File: src/rtl/atwd_pkg.sv
// Shared ATWD readout constants: state encoding, channel/sample geometry and
// the buffer write-word layout.
package atwd_pkg;

  localparam int ATWD_SAMPLES  = 128;
  localparam int ATWD_CHANNELS = 4;
  localparam int ATWD_IDX_W    = 7;
  localparam int ATWD_DATA_W   = 10;

  typedef enum logic [2:0] {
    ST_IDLE,
    ST_SELECT,
    ST_SAMPLE,
    ST_NEXT,
    ST_DONE
  } atwd_state_t;

  typedef struct packed {
    logic [1:0]             ch;
    logic [3:0]             rsvd;
    logic [ATWD_DATA_W-1:0] sample;
  } atwd_word_t;

  function automatic logic [15:0] atwd_word(input logic [1:0] ch,
                                            input logic [ATWD_DATA_W-1:0] sample);
    atwd_word_t w;
    w.ch     = ch;
    w.rsvd   = '0;
    w.sample = sample;
    return w;
  endfunction

endpackage

File: src/rtl/atwd_ch_pick.sv
// Lowest set bit of mask at or above channel index 'from' (from=4 finds nothing).
// Purely combinational, no latency, no flow control.
module atwd_ch_pick
  import atwd_pkg::*;
(
  input  logic [ATWD_CHANNELS-1:0] mask,
  input  logic [2:0]               from,
  output logic                     found,
  output logic [1:0]               ch
);

  always_comb begin
    found = 1'b0;
    ch    = 2'd0;
    // Scan downward so the lowest qualifying channel is the last assignment.
    for (int i = ATWD_CHANNELS - 1; i >= 0; i--) begin
      if (mask[i] && (3'(i) >= from)) begin
        found = 1'b1;
        ch    = 2'(i);
      end
    end
  end

endmodule

File: src/rtl/atwd_readout_writer.sv
// Reads enabled ATWD channels sample by sample into the buffer write port;
// 1-cycle latency atwd_valid -> wren, no backpressure (a stalled ATWD times out).
module atwd_readout_writer
  import atwd_pkg::*;
#(
  parameter int SAMPLES = ATWD_SAMPLES,
  parameter int TIMEOUT = 255
) (
  input  logic        clock,
  input  logic        reset_n,
  input  logic        start,
  input  logic        abort,
  input  logic [3:0]  ch_mask,
  input  logic [9:0]  atwd_data,
  input  logic        atwd_valid,
  output logic [1:0]  ch_sel,
  output logic        rd_en,
  output logic [15:0] data,
  output logic [8:0]  wraddress,
  output logic        wren,
  output logic        busy,
  output logic        done,
  output logic        timeout_err
);

  localparam int TW = $clog2(TIMEOUT + 1);

  atwd_state_t           state, state_nx;
  logic [ATWD_IDX_W-1:0] idx, idx_nx;
  logic [TW-1:0]         tcnt, tcnt_nx;
  logic [3:0]            mask_q, mask_nx;
  logic [1:0]            ch_nx;
  logic [15:0]           data_nx;
  logic [8:0]            addr_nx;
  logic                  wren_nx, terr_nx;

  logic                  pick_found;
  logic [1:0]            pick_ch;
  logic [3:0]            pick_mask;
  logic [2:0]            pick_from;

  // From IDLE search the live mask from channel 0; afterwards the latched mask above ch_sel.
  assign pick_mask = (state == ST_IDLE) ? ch_mask : mask_q;
  assign pick_from = (state == ST_IDLE) ? 3'd0 : ({1'b0, ch_sel} + 3'd1);

  atwd_ch_pick u_pick (
    .mask  (pick_mask),
    .from  (pick_from),
    .found (pick_found),
    .ch    (pick_ch)
  );

  always_ff @(posedge clock or negedge reset_n) begin
    if (!reset_n) state <= ST_IDLE;
    else          state <= state_nx;
  end

  always_comb begin
    state_nx = state;
    ch_nx    = ch_sel;
    idx_nx   = idx;
    tcnt_nx  = tcnt;
    mask_nx  = mask_q;
    data_nx  = data;
    addr_nx  = wraddress;
    wren_nx  = 1'b0;
    terr_nx  = timeout_err;
    rd_en    = (state == ST_SAMPLE);
    busy     = (state != ST_IDLE);
    done     = (state == ST_DONE);

    case (state)
      ST_IDLE: begin
        if (start) begin
          terr_nx = 1'b0;
          mask_nx = ch_mask;
          if (pick_found) begin
            ch_nx    = pick_ch;
            state_nx = ST_SELECT;
          end else begin
            state_nx = ST_DONE;
          end
        end
      end
      ST_SELECT: begin
        idx_nx   = '0;
        tcnt_nx  = '0;
        state_nx = ST_SAMPLE;
      end
      ST_SAMPLE: begin
        // A valid always wins over an expiring timeout in the same cycle.
        if (atwd_valid) begin
          data_nx = atwd_word(ch_sel, atwd_data);
          addr_nx = {ch_sel, idx};
          wren_nx = 1'b1;
          idx_nx  = idx + 7'd1;
          tcnt_nx = '0;
          if (idx == 7'(SAMPLES - 1)) state_nx = ST_NEXT;
        end else if (tcnt == TW'(TIMEOUT - 1)) begin
          terr_nx  = 1'b1;
          state_nx = ST_DONE;
        end else begin
          tcnt_nx = tcnt + 1'b1;
        end
      end
      ST_NEXT: begin
        if (pick_found) begin
          ch_nx    = pick_ch;
          state_nx = ST_SELECT;
        end else begin
          state_nx = ST_DONE;
        end
      end
      ST_DONE:  state_nx = ST_IDLE;
      default:  state_nx = ST_IDLE;
    endcase

    if (abort) begin
      state_nx = ST_IDLE;
      wren_nx  = 1'b0;
    end
  end

  always_ff @(posedge clock or negedge reset_n) begin
    if (!reset_n) begin
      ch_sel      <= 2'd0;
      idx         <= '0;
      tcnt        <= '0;
      mask_q      <= 4'd0;
      data        <= 16'd0;
      wraddress   <= 9'd0;
      wren        <= 1'b0;
      timeout_err <= 1'b0;
    end else begin
      ch_sel      <= ch_nx;
      idx         <= idx_nx;
      tcnt        <= tcnt_nx;
      mask_q      <= mask_nx;
      data        <= data_nx;
      wraddress   <= addr_nx;
      wren        <= wren_nx;
      timeout_err <= terr_nx;
    end
  end

endmodule

File: config.mk
export PLATFORM = sky130hd
export DESIGN_NAME = atwd_readout_writer
export DESIGN_NICKNAME = d
export VERILOG_FILES = /design/src/rtl/atwd_pkg.sv /design/src/rtl/atwd_ch_pick.sv /design/src/rtl/atwd_readout_writer.sv
export SDC_FILE = /design/constraint.sdc
export NUM_CORES = 1
export LEC_CHECK = 0
export CORE_ASPECT_RATIO = 2
export CORE_MARGIN = 4
export CORE_UTILIZATION = 50
export DETAILED_ROUTE_END_ITERATION = 8
export PLACE_DENSITY = 0.8
export SLEW_MARGIN = 20
export SYNTH_ARGS = -nofsm -noshare
export SYNTH_HDL_FRONTEND = slang
export SYNTH_SLANG_ARGS = --single-unit
File: constraint.sdc
create_clock -name clock -period 4.5 [get_ports clock]
set_clock_uncertainty 0.15 [all_clocks]
set_input_delay 0.9 -clock clock [delete_from_list [all_inputs] [get_ports clock]]
set_output_delay 0.9 -clock clock [all_outputs]
set_load 0.01 [all_outputs]
==> flow_summary.toml <==
[timing]
tightest_slew_ns = 0.576
rsz0062_at_grt = "no"
setup_viol = 0
maxSlewHeadroom_pct = 61.3
setup_slack_ns = 1.49
min_period_ns = 3.01
maxClockFrequency_mhz = 333
hold_violations = 0
finalCritPeriodShare_pct = 66.8
slew_viol_final = 0
finalSetupTns_ns = 0

[critical_path]
r2r_start = "state[2]"
cp-start-kind = "flop"
r2r_cells = 6
arrival_ns = 1.96
crit_required_ns = 3.45
worstSetupPathType = "reg2out"
worst_setup_path_end_kind = "output pin"
crit_start = "state[2]"
worst-path-max-fanout = 13

[synth]
yosysTopAreaCellShare_pct = 50.8
synth_area_leaders = "dfrtp_1 51%, nand2_1 12%, nor2_1 2.9%"
synth.largest_area_cell = "dfrtp_1"
synth.most_common_cell = "nand2_1"
synth_edf_count = 0
ys_types = 44
yosysWarnings = 0
yosysSeqAreaShare_pct = 50.8
syn_area_per_cell_um2 = 9.48
netlist_instances = 234
synth_common_cells = "73 x nand2_1, 45 x dfrtp_1, 17 x nor2_1"
syn_area_mm2 = 0.00222
synth_seq_cells = 45
async_reset_ff_share_pct = 100
synthFlopType = "dfrtp_1"

[floorplanning]
core_area_mm2 = 0.00434
io_pins = 51
start_util_pct = 51.1
dieArea_mm2 = 0.00563
die_width_um = 55.1
die_h_um = 102
rows = 34

[power_and_ir_drop]
intPower_mw = 0.984
switching_share_pct = 35.4
combinationalPowerShare_pct = 40.7
ir_drop_v = 0.000349
p_leak_nw = 1.29
p_per_area_mw_per_mm2 = 548
seq_power_share_pct = 39.5
clock_power_share_pct = 19.8
p_switching_mw = 0.540
design_power_total_mw = 1.52

[final_layout]
antenna_cells = 0
final_util_pct = 64.1
nNetsFinal = 299
area_delta_synth_final_pct = 25.4
drive_above_1_share_pct = 7.94
design_area_mm2 = 0.00278

[clock_tree]
numCtsBuffers = 5
htree_levels = 2
clk_latency_ns = 0.30
cts.sinks = 45
postCtsSetupRepairBufs = 0
ctsHoldBuffers = 0
root_buffer = "clkbuf_8"
clockBufferDepth = 2
tritoncts = "built"
post_cts_resize_count = 0
clk_pin_slew_worst_paths_ns = 0.09

[flow_run]
cap_viol_max_count = 0

[global_route]
grt_max_degree = 46
overflow = 0
grt_pass1_vias = 1730
track_usage_pct = 18.6
antenna_found_initial = 0
grt_pass1_wl_um = 7670

[hold_path]
worstHoldStart = "data[2]"
hold_depth = 2
worst_hold_path_type = "reg2reg"

[placement]
dp_hpwl_um = 3340
portBuffers = 46
post-place-ws_ns = 1.57
gp_congestion = 0.810
placed_area_mm2 = 0.00267

[route]
finalWirelength_um = 4550
first_pass_iters = 4
ant_nets = 0
wl_per_cell_um = 13.7
vias = 1735
drtIter0Drc = 37
drcViolationCount = 0
vias_per_cell = 5.24

[outcome]
status = "completed"
-- kinds of logic (layout without fill, tap and decap cells) --
logic type / count (synthesis) / after routing / share of synthesized area [%]
compound gates: 31 / 31 / 9.76
xor+xnor: 9 / 9 / 3.89
fa+ha+maj: 4 / 4 / 2.26
buf+inv: 19 / 59 / 4.85
flops: 45 / 45 / 50.8
mux: 5 / 5 / 2.48
other cells: 1 / 4 / 0.169
simple gates: 120 / 120 / 25.8
-- worst paths after layout --
| check | to | slack [ns] |
|---|---|---|
| setup / recovery | rd_en | 1.49 |
| hold / removal | data[2] | 0.33 |
| setup reg to reg | tcnt[5] | 2.16 |
| hold reg to reg | data[2] | 0.33 |
| max in group asynchronous | tcnt[7] | 3.38 |
| min in group asynchronous | data[7] | 0.43 |
-- placed cells by master, fill, tap and decap left out, types with 2 or more instances in the layout --
cell             synthesis  final
xor2_1                   7      7
o21ai_0                  7      7
clkdlybuf4s50_1          0     45
nor2_1                  17     17
o21a_1                   2      2
nor3_4                   2      2
inv_1                    3      3
nor3_1                   2      2
nand3_1                  6      6
a21oi_1                 10     10
conb_1                   1      4
buf_4                    7      2
and4_1                   2      2
ha_1                     4      4
mux2_2                   4      4
nand2_1                 73     73
dfrtp_1                 45     45
clkbuf_8                 0      5
a31oi_1                  3      3
nand2b_1                 3      3
nor2b_1                  2      2
a211oi_1                 5      5
-- flip-flops by register name (all words and copies together) (netlist names) --
register	flops
data	10
wraddress	9
tcnt	8
idx	7
mask_q	4
state	3
ch_sel	2
timeout_err	1
wren	1
-- final cells by class --
class                   count  area (um^2)
well taps                  54         67.6
multi-input cells         173          996
clock buffers               6         72.6
clock inverters             2         38.8
repair buffers             47          465
flip-flops and latches     45         1130
fillers                   374         1560
inverters                   4         15.0
-- per-layer routing --
metal  track usage [%]  routed length [um]  vias up
met3              3.65                 213        9
met1              22.6                1780      830
met5                 0                   0        -
met4              8.24                  98        0
met2              30.7                2450       42
li1                  -                   -      854
-- power by group through the flow --
stage	logic, mW	registers (mW)	clock network [mW]
2_1_floorplan	0.388	0.603	0
3_3_place_gp	0.611	0.606	0
3_5_place_dp	0.624	0.610	0
4_1_cts	0.626	0.603	0.312
5_1_grt	0.689	0.619	0.327
6_report	0.619	0.602	0.302
-- critical path, stage by stage (launching register included) --
cell and delay [ns]:
dfrtp_1 0.57, nor3b_1 0.45, clkdlybuf4s50_1 0.64
-- stage by stage --
| stage | hold WS (ns) | instances |
|---|---|---|
| floorplan | 0.312 | 237 |
| global placement | 0.309 | 323 |
| detailed placement | 0.312 | 323 |
| CTS | 0.334 | 331 |
| global route | 0.356 | 331 |
| finish | 0.328 | 331 |
Power figures use the tool's default switching activity.
